==> src/rtl/riscv_mem_pkg.sv <==
// Shared MEM-stage definitions: funct3 codes, load result source, FSM states
// and the byte-enable helper.
package riscv_mem_pkg;

   localparam logic [2:0] F3_LB  = 3'b000;
   localparam logic [2:0] F3_LH  = 3'b001;
   localparam logic [2:0] F3_LW  = 3'b010;
   localparam logic [2:0] F3_LBU = 3'b100;
   localparam logic [2:0] F3_LHU = 3'b101;

   localparam logic [1:0] RSRC_LOAD = 2'b01;

   typedef enum logic [1:0] {IDLE, BUSY, DONE} state_e;

   // Byte, halfword (lane pair picked by a[1]) or full word; 011/110/111 fall into word.
   function automatic logic [3:0] be_for(input logic [2:0] funct3, input logic [1:0] a);
      logic [3:0] be;
      case (funct3)
         F3_LB, F3_LBU: be = 4'b0001 << a;
         F3_LH, F3_LHU: be = 4'b0011 << {a[1], 1'b0};
         default:       be = 4'hF;
      endcase
      return be;
   endfunction

endpackage

==> src/rtl/load_extend.sv <==
// Selects the addressed lane of a read word and sign/zero-extends it by funct3.
module load_extend
   import riscv_mem_pkg::*;
(
   input  logic [31:0] rdata_i,
   input  logic [2:0]  funct3_i,
   input  logic [1:0]  a_i,
   output logic [31:0] result_o
);

   logic [7:0]  byte_v;
   logic [15:0] half_v;

   always_comb begin
      byte_v   = rdata_i[{a_i, 3'b000} +: 8];
      half_v   = a_i[1] ? rdata_i[31:16] : rdata_i[15:0];
      result_o = '0;
      case (funct3_i)
         F3_LB:   result_o = {{24{byte_v[7]}}, byte_v};
         F3_LH:   result_o = {{16{half_v[15]}}, half_v};
         F3_LW:   result_o = rdata_i;
         F3_LBU:  result_o = {24'h0, byte_v};
         F3_LHU:  result_o = {16'h0, half_v};
         default: result_o = '0;
      endcase
   end

endmodule

==> src/rtl/mem_stage_ctrl.sv <==
// MEM-stage sequencer: turns load/store control into a req/ready bus transaction and
// stalls the front pipeline until it completes. Optional: MISALIGN_TRAP_EN.
module mem_stage_ctrl
   import riscv_mem_pkg::*;
#(
   parameter int unsigned TIMEOUT_CYC = 255,
   parameter int unsigned TO_W        = 8
) (
   input  logic        clk,
   input  logic        rst,
   input  logic        memWrite_MEM,
   input  logic [1:0]  resultSrc_MEM,
   input  logic [2:0]  funct3_MEM,
   input  logic [31:0] ALUResult_MEM,
   input  logic [31:0] storeOut_MEM,
   output logic        dmem_req,
   output logic        dmem_we,
   output logic [31:0] dmem_addr,
   output logic [31:0] dmem_wdata,
   output logic [3:0]  dmem_be,
   input  logic        dmem_ready,
   input  logic [31:0] dmem_rdata,
   output logic        stall_MEM,
   output logic [31:0] readData_MEM,
   output logic        bus_err
`ifdef MISALIGN_TRAP_EN
   ,
   output logic        misalign_trap
`endif
);

   localparam logic [TO_W-1:0] TO_LAST = TO_W'(TIMEOUT_CYC - 1);

   state_e            state_q, state_d;
   logic              req_q, req_d;
   logic              we_q, we_d;
   logic [31:0]       addr_q, addr_d;
   logic [31:0]       wdata_q, wdata_d;
   logic [3:0]        be_q, be_d;
   logic [2:0]        funct3_q, funct3_d;
   logic [1:0]        a_q, a_d;
   logic [31:0]       rdata_q, rdata_d;
   logic              err_q, err_d;
   logic [TO_W-1:0]   cnt_q, cnt_d;
   logic              access;
   logic              timeout_hit;
   logic [31:0]       ext_data;

`ifdef MISALIGN_TRAP_EN
   logic trap_q, trap_d;
   logic misaligned;

   assign misaligned = ((funct3_MEM[1:0] == 2'b01) && ALUResult_MEM[0]) ||
                       (funct3_MEM[1] && (ALUResult_MEM[1:0] != 2'b00));
   assign misalign_trap = trap_q;
`endif

   assign access      = memWrite_MEM | (resultSrc_MEM == RSRC_LOAD);
   assign timeout_hit = (TIMEOUT_CYC != 0) && (cnt_q == TO_LAST);

   load_extend u_load_extend (
      .rdata_i  (dmem_rdata),
      .funct3_i (funct3_q),
      .a_i      (a_q),
      .result_o (ext_data)
   );

   always_comb begin
      state_d  = state_q;
      req_d    = req_q;
      we_d     = we_q;
      addr_d   = addr_q;
      wdata_d  = wdata_q;
      be_d     = be_q;
      funct3_d = funct3_q;
      a_d      = a_q;
      rdata_d  = rdata_q;
      cnt_d    = cnt_q;
      err_d    = 1'b0;
`ifdef MISALIGN_TRAP_EN
      trap_d   = 1'b0;
`endif
      unique case (state_q)
         IDLE: begin
            cnt_d = '0;
            if (access) begin
               we_d     = memWrite_MEM;
               addr_d   = {ALUResult_MEM[31:2], 2'b00};
               wdata_d  = storeOut_MEM;
               be_d     = be_for(funct3_MEM, ALUResult_MEM[1:0]);
               funct3_d = funct3_MEM;
               a_d      = ALUResult_MEM[1:0];
               state_d  = BUSY;
               req_d    = 1'b1;
`ifdef MISALIGN_TRAP_EN
               if (misaligned) begin
                  state_d = DONE;
                  req_d   = 1'b0;
                  trap_d  = 1'b1;
                  rdata_d = '0;
               end
`endif
            end
         end
         BUSY: begin
            // Ready wins over a timeout landing in the same cycle.
            if (dmem_ready) begin
               state_d = DONE;
               req_d   = 1'b0;
               if (!we_q) rdata_d = ext_data;
            end else if (timeout_hit) begin
               state_d = DONE;
               req_d   = 1'b0;
               err_d   = 1'b1;
               rdata_d = '0;
            end else if (TIMEOUT_CYC != 0) begin
               cnt_d = cnt_q + TO_W'(1);
            end
         end
         DONE:    state_d = IDLE;
         default: state_d = IDLE;
      endcase
   end

   always_ff @(posedge clk) begin
      if (rst) begin
         state_q  <= IDLE;
         req_q    <= 1'b0;
         we_q     <= 1'b0;
         addr_q   <= '0;
         wdata_q  <= '0;
         be_q     <= '0;
         funct3_q <= '0;
         a_q      <= '0;
         rdata_q  <= '0;
         err_q    <= 1'b0;
         cnt_q    <= '0;
`ifdef MISALIGN_TRAP_EN
         trap_q   <= 1'b0;
`endif
      end else begin
         state_q  <= state_d;
         req_q    <= req_d;
         we_q     <= we_d;
         addr_q   <= addr_d;
         wdata_q  <= wdata_d;
         be_q     <= be_d;
         funct3_q <= funct3_d;
         a_q      <= a_d;
         rdata_q  <= rdata_d;
         err_q    <= err_d;
         cnt_q    <= cnt_d;
`ifdef MISALIGN_TRAP_EN
         trap_q   <= trap_d;
`endif
      end
   end

   assign dmem_req     = req_q;
   assign dmem_we      = we_q;
   assign dmem_addr    = addr_q;
   assign dmem_wdata   = wdata_q;
   assign dmem_be      = be_q;
   assign readData_MEM = rdata_q;
   assign bus_err      = err_q;
   assign stall_MEM    = access & (state_q != DONE);

endmodule
==> config.mk <==
export PLATFORM = sky130hd
export DESIGN_NAME = mem_stage_ctrl
export DESIGN_NICKNAME = d
export VERILOG_FILES = /design/src/rtl/riscv_mem_pkg.sv /design/src/rtl/load_extend.sv /design/src/rtl/mem_stage_ctrl.sv
export SDC_FILE = /design/constraint.sdc
export NUM_CORES = 1
export LEC_CHECK = 0
export CAP_MARGIN = 20
export CORE_ASPECT_RATIO = 0.8
export CORE_MARGIN = 3
export CORE_UTILIZATION = 42
export DETAILED_ROUTE_END_ITERATION = 6
export PLACE_DENSITY = 0.81
export SYNTH_ARGS = -nofsm -noshare
export SYNTH_HDL_FRONTEND = slang
export SYNTH_SLANG_ARGS = --single-unit
==> constraint.sdc <==
create_clock -name clk -period 1.9 [get_ports clk]
set_clock_uncertainty 0.05 [all_clocks]
set_input_delay 0.38 -clock clk [delete_from_list [all_inputs] [get_ports clk]]
set_output_delay 0.38 -clock clk [all_outputs]
set_load 0.005 [all_outputs]
==> results.md <==
Critical path:
- The type of element launching the critical path is an input port.
- The number of cells on the worst reg-to-reg path is 6.
- STA classifies the critical path endpoint as an output pin.
- The reg-to-reg setup timing slack is 0.12 ns.
- At the worst endpoint, the arrival time is 1.38 ns.
- Of all nets on the critical path, the largest fanout is 2.
- The worst setup path is of the input port to output pin kind.
- The worst register-to-register path ends at readData_MEM[7].
- For the worst setup path, the data required time is 1.47 ns.
- The startpoint identified for the worst register-to-register timing path is a_q[1].

Power:
- The total power divided by cell area is 946 nW/um^2.
- The total power of the final layout is 7.12 mW.
- The leakage dissipation is 2.77 nW.
- VDD sags by at most 0.819 mV.

Synth:
- The Yosys step of the flow raised 0 warnings.
- The number of synthesized flops with an enable pin is 0.
- Yosys mapped the design onto 45 distinct sky130hd cell types.
- The cell area after synthesis is 4610 um^2.
- The synthesized netlist cell count is 527.
- The number of register bits inferred by synthesis is 116.
- The share of async-settable or async-resettable flops after synthesis is 0.
- Of all cell types, the one taking the most synthesized area is sky130_fd_sc_hd__dfxtp_1.
- Of the post-synthesis cell area, the dominant cell type holds 0.504.
- The most used flip-flop cell after synthesis is sky130_fd_sc_hd__dfxtp_1.
- The part of the Yosys area used for sequential elements is 0.504.
- The post-synthesis area per instance is 8.74 um^2.
- By area the synthesized netlist is led by sky130_fd_sc_hd__dfxtp_1, sky130_fd_sc_hd__nand2_1, sky130_fd_sc_hd__a21oi_1.

Floorplan:
- The number of placement rows is 33.
- Measured along the y axis, the die boundary spans 99.7 um.
- The overall die width is 123 um.
- The starting density of the core is 0.439.
- The floorplan step defined a core boundary enclosing 10500 um^2.
- Pin placement for this block handled 209 I/O pins.
- The overall die area is 12300 um^2.

STA:
- The fmax is 554 MHz.
- The final hold violation count was 0.
- Setup violations remaining at the end of the flow were counted as 0.
- For the pin with the worst max-slew slack, the measured transition is 0.648 ns.
- The count of pins over their slew limit was 0.
- The worst max-slew margin expressed relative to the limit is 0.567.
- In the final timing run, aggregate negative setup slack is 0 ns.
- Subtracting the final worst setup slack from the clock period gives 1.81 ns.
- Hold is met by 0.206 ns.
- Setup repair after global routing left no endpoint under its margin.
- Of the available clock period, the critical path in the final layout requires 0.950.

Clocking:
- Clock latency on the worst-skew pair, taken at its later pin, is 0.39 ns.
- The depth of the CTS H-tree is 4.
- The TritonCTS clock tree is yes.
- The longest clock path from root to sink contains 2 buffers.
- The clock sink count is 116.
- The tree is rooted in a sky130_fd_sc_hd__clkbuf_16.
- After clock tree synthesis, the clock-pin slew on the worst setup and hold paths is 0.05 ns.
- The total clock buffers created by CTS is 17.

Final layout:
- In the final layout, flip-flops and latches occupy 2320 um^2.
- The filler cells instantiated in the layout total 817.
- The number of nets in the finished design is 848.
- The area added between synthesis and finish is 63.3%.
- The number of standard cells in the final layout excluding fillers is 893.
- 0 antenna diodes ended up in the layout.
- The multi-input gate area in the final layout is 2100 um^2.
- In the final layout, the share of cells above drive strength 1 is 0.108.

Route:
- The post-detailed-routing wire length is 15000 um.
- The residual antenna-violating net count after detailed routing is 0.
- In the routed design, unresolved DRC markers number 0.
- The first detailed-routing pass ran for 6 iterations.
- In this run, the number of DRC markers left after iteration 0 of detailed routing was 370.
- The routed length per placed instance is 16.8 um.
- The via count of the routed design is 4748.
- The via density per instance is 5.32.

GRT:
- The initial antenna violation count is 1.
- The number of global-route vias before repair is 4719.
- The largest net degree at the start of global routing is 48.
- The wire length of the first global-routing pass is 23500 um.
- The total grt overflow is 0.
- The overall track demand over capacity in global routing is 0.242.

Hold path:
- The path class of the tightest hold or removal check is input port to flop.
- The number of stages on the worst hold path is 2.
- The destination of the worst hold path is dmem_req.
- The startpoint identified for the worst hold timing path is rst.

Job:
- The number of maximum-capacitance violations is 0.

Place:
- The instance count after placement with tap cells included is 862.
- The congestion estimate from routability-driven global placement came to 0.815.
- Input and output buffers added on the ports amount to 206.
- The half-perimeter wire length of the detailed placement result is 11200 um.

Outcome:
- The flow ran to the end, and the final reports show no timing, DRC or antenna violations.
layout make-up:
class | instances | share of cell area
Timing Repair Buffer | 234 | 0.309
Clock buffer | 20 | 0.0594
Tap cell | 140 | 0.0233
Inverter | 3 | 0.00150
Multi-Input combinational cell | 369 | 0.280
Sequential cell | 116 | 0.309
Clock inverter | 11 | 0.0180
layer usage:
metal | track usage | vias up | wire [um]
li1 | - | 2292 | -
met5 | 0 | - | 13
met2 | 0.400 | 203 | 7290
met3 | 0.0949 | 36 | 1310
met4 | 0.0936 | 2 | 435
met1 | 0.284 | 2215 | 5970
logic make-up (layout without fill, tap and decap cells):
kind of cell,count (synthesis),after routing,share of synthesized area
compound gates,163,163,0.235
xor+xnor,1,1,0.00190
fa+ha+maj,2,2,0.00543
buf+inv,43,268,0.0432
flops,116,116,0.504
mux,10,10,0.0274
other cells,1,2,0.000814
simple gates,191,191,0.182
flip-flops by register name, summed over array words and instances (netlist names):
name / count
dmem_req: 1
a_q: 2
cnt_q: 8
bus_err: 1
dmem_we: 1
funct3_q: 3
dmem_wdata: 32
readData_MEM: 32
state_q: 2
dmem_be: 4
dmem_addr: 30
stage by stage:
stage          cell area, um^2  worst slack [ns]   util
4_1_cts                   7520            0.0899  0.717
3_5_place_dp              6940            -0.205  0.662
2_1_floorplan             4610             0.351      -
3_3_place_gp              6940            -0.196  0.662
5_1_grt                   7520            0.0276  0.717
6_report                  7520            0.0949  0.717
power breakdown:
part           switching (mW)  internal [mW]
clock network            1.05           2.07
logic                   0.578          0.718
registers               0.102           2.60
worst max-delay path, stage by stage:
cell and delay [ns]:
sky130_fd_sc_hd__clkdlybuf4s50_1 0.45, sky130_fd_sc_hd__nor2b_2 0.15, sky130_fd_sc_hd__nor2_1 0.05, sky130_fd_sc_hd__a21oi_1 0.10
sky130_fd_sc_hd__dlygate4sd2_1 0.25
repair_timing:
| item | 4_1_cts | 5_1_grt |
|---|---|---|
| setup buffers | 0 | 0 |
| setup endpoints to repair | 1 | 0 |
| resized for setup | 2 | 0 |
| hold buffers | 0 | 0 |
Yosys cell counts, types with 7 or more instances:
library cell and n:
sky130_fd_sc_hd__dfxtp_1 116, sky130_fd_sc_hd__buf_2 12, sky130_fd_sc_hd__o2bb2ai_1 32, sky130_fd_sc_hd__nor3_1 7, sky130_fd_sc_hd__a21oi_1 94, sky130_fd_sc_hd__nand2_1 138, sky130_fd_sc_hd__a221oi_1 9, sky130_fd_sc_hd__clkbuf_1 20
sky130_fd_sc_hd__nor2_1 17, sky130_fd_sc_hd__a222oi_1 7, sky130_fd_sc_hd__mux2_2 8
layout by cell type, fill, tap and decap left out, types with 3 or more instances in the layout:
cell type / count
sky130_fd_sc_hd__nand3_1: 4
sky130_fd_sc_hd__buf_12: 5
sky130_fd_sc_hd__clkinv_2: 6
sky130_fd_sc_hd__buf_4: 23
sky130_fd_sc_hd__a211oi_1: 3
sky130_fd_sc_hd__a221oi_1: 9
sky130_fd_sc_hd__o21ai_0: 4
sky130_fd_sc_hd__a21oi_1: 93
sky130_fd_sc_hd__mux2_2: 8
sky130_fd_sc_hd__nor2_1: 17
sky130_fd_sc_hd__nand2_1: 138
sky130_fd_sc_hd__inv_1: 3
sky130_fd_sc_hd__a222oi_1: 7
sky130_fd_sc_hd__dfxtp_1: 116
sky130_fd_sc_hd__or4_1: 3
sky130_fd_sc_hd__o2bb2ai_1: 32
sky130_fd_sc_hd__nor3_1: 7
sky130_fd_sc_hd__bufinv_16: 3
sky130_fd_sc_hd__clkbuf_16: 17
sky130_fd_sc_hd__nor2b_1: 3
sky130_fd_sc_hd__nand2b_1: 4
sky130_fd_sc_hd__o31ai_1: 4
sky130_fd_sc_hd__nand4_1: 3
sky130_fd_sc_hd__clkdlybuf4s50_1: 204
how the worst max path moves through the flow:
stage / startpoint / to / slack, ns
6_report: resultSrc_MEM[0] / stall_MEM / 0.09
5_1_grt: resultSrc_MEM[0] / stall_MEM / 0.03
4_1_cts: resultSrc_MEM[0] / stall_MEM / 0.09
3_5_place_dp: resultSrc_MEM[0] / stall_MEM / -0.21
3_3_place_gp: resultSrc_MEM[0] / stall_MEM / -0.20
2_1_floorplan: cnt_q[0] / cnt_q[7] / 0.35
(Power assumes the default switching activity.)
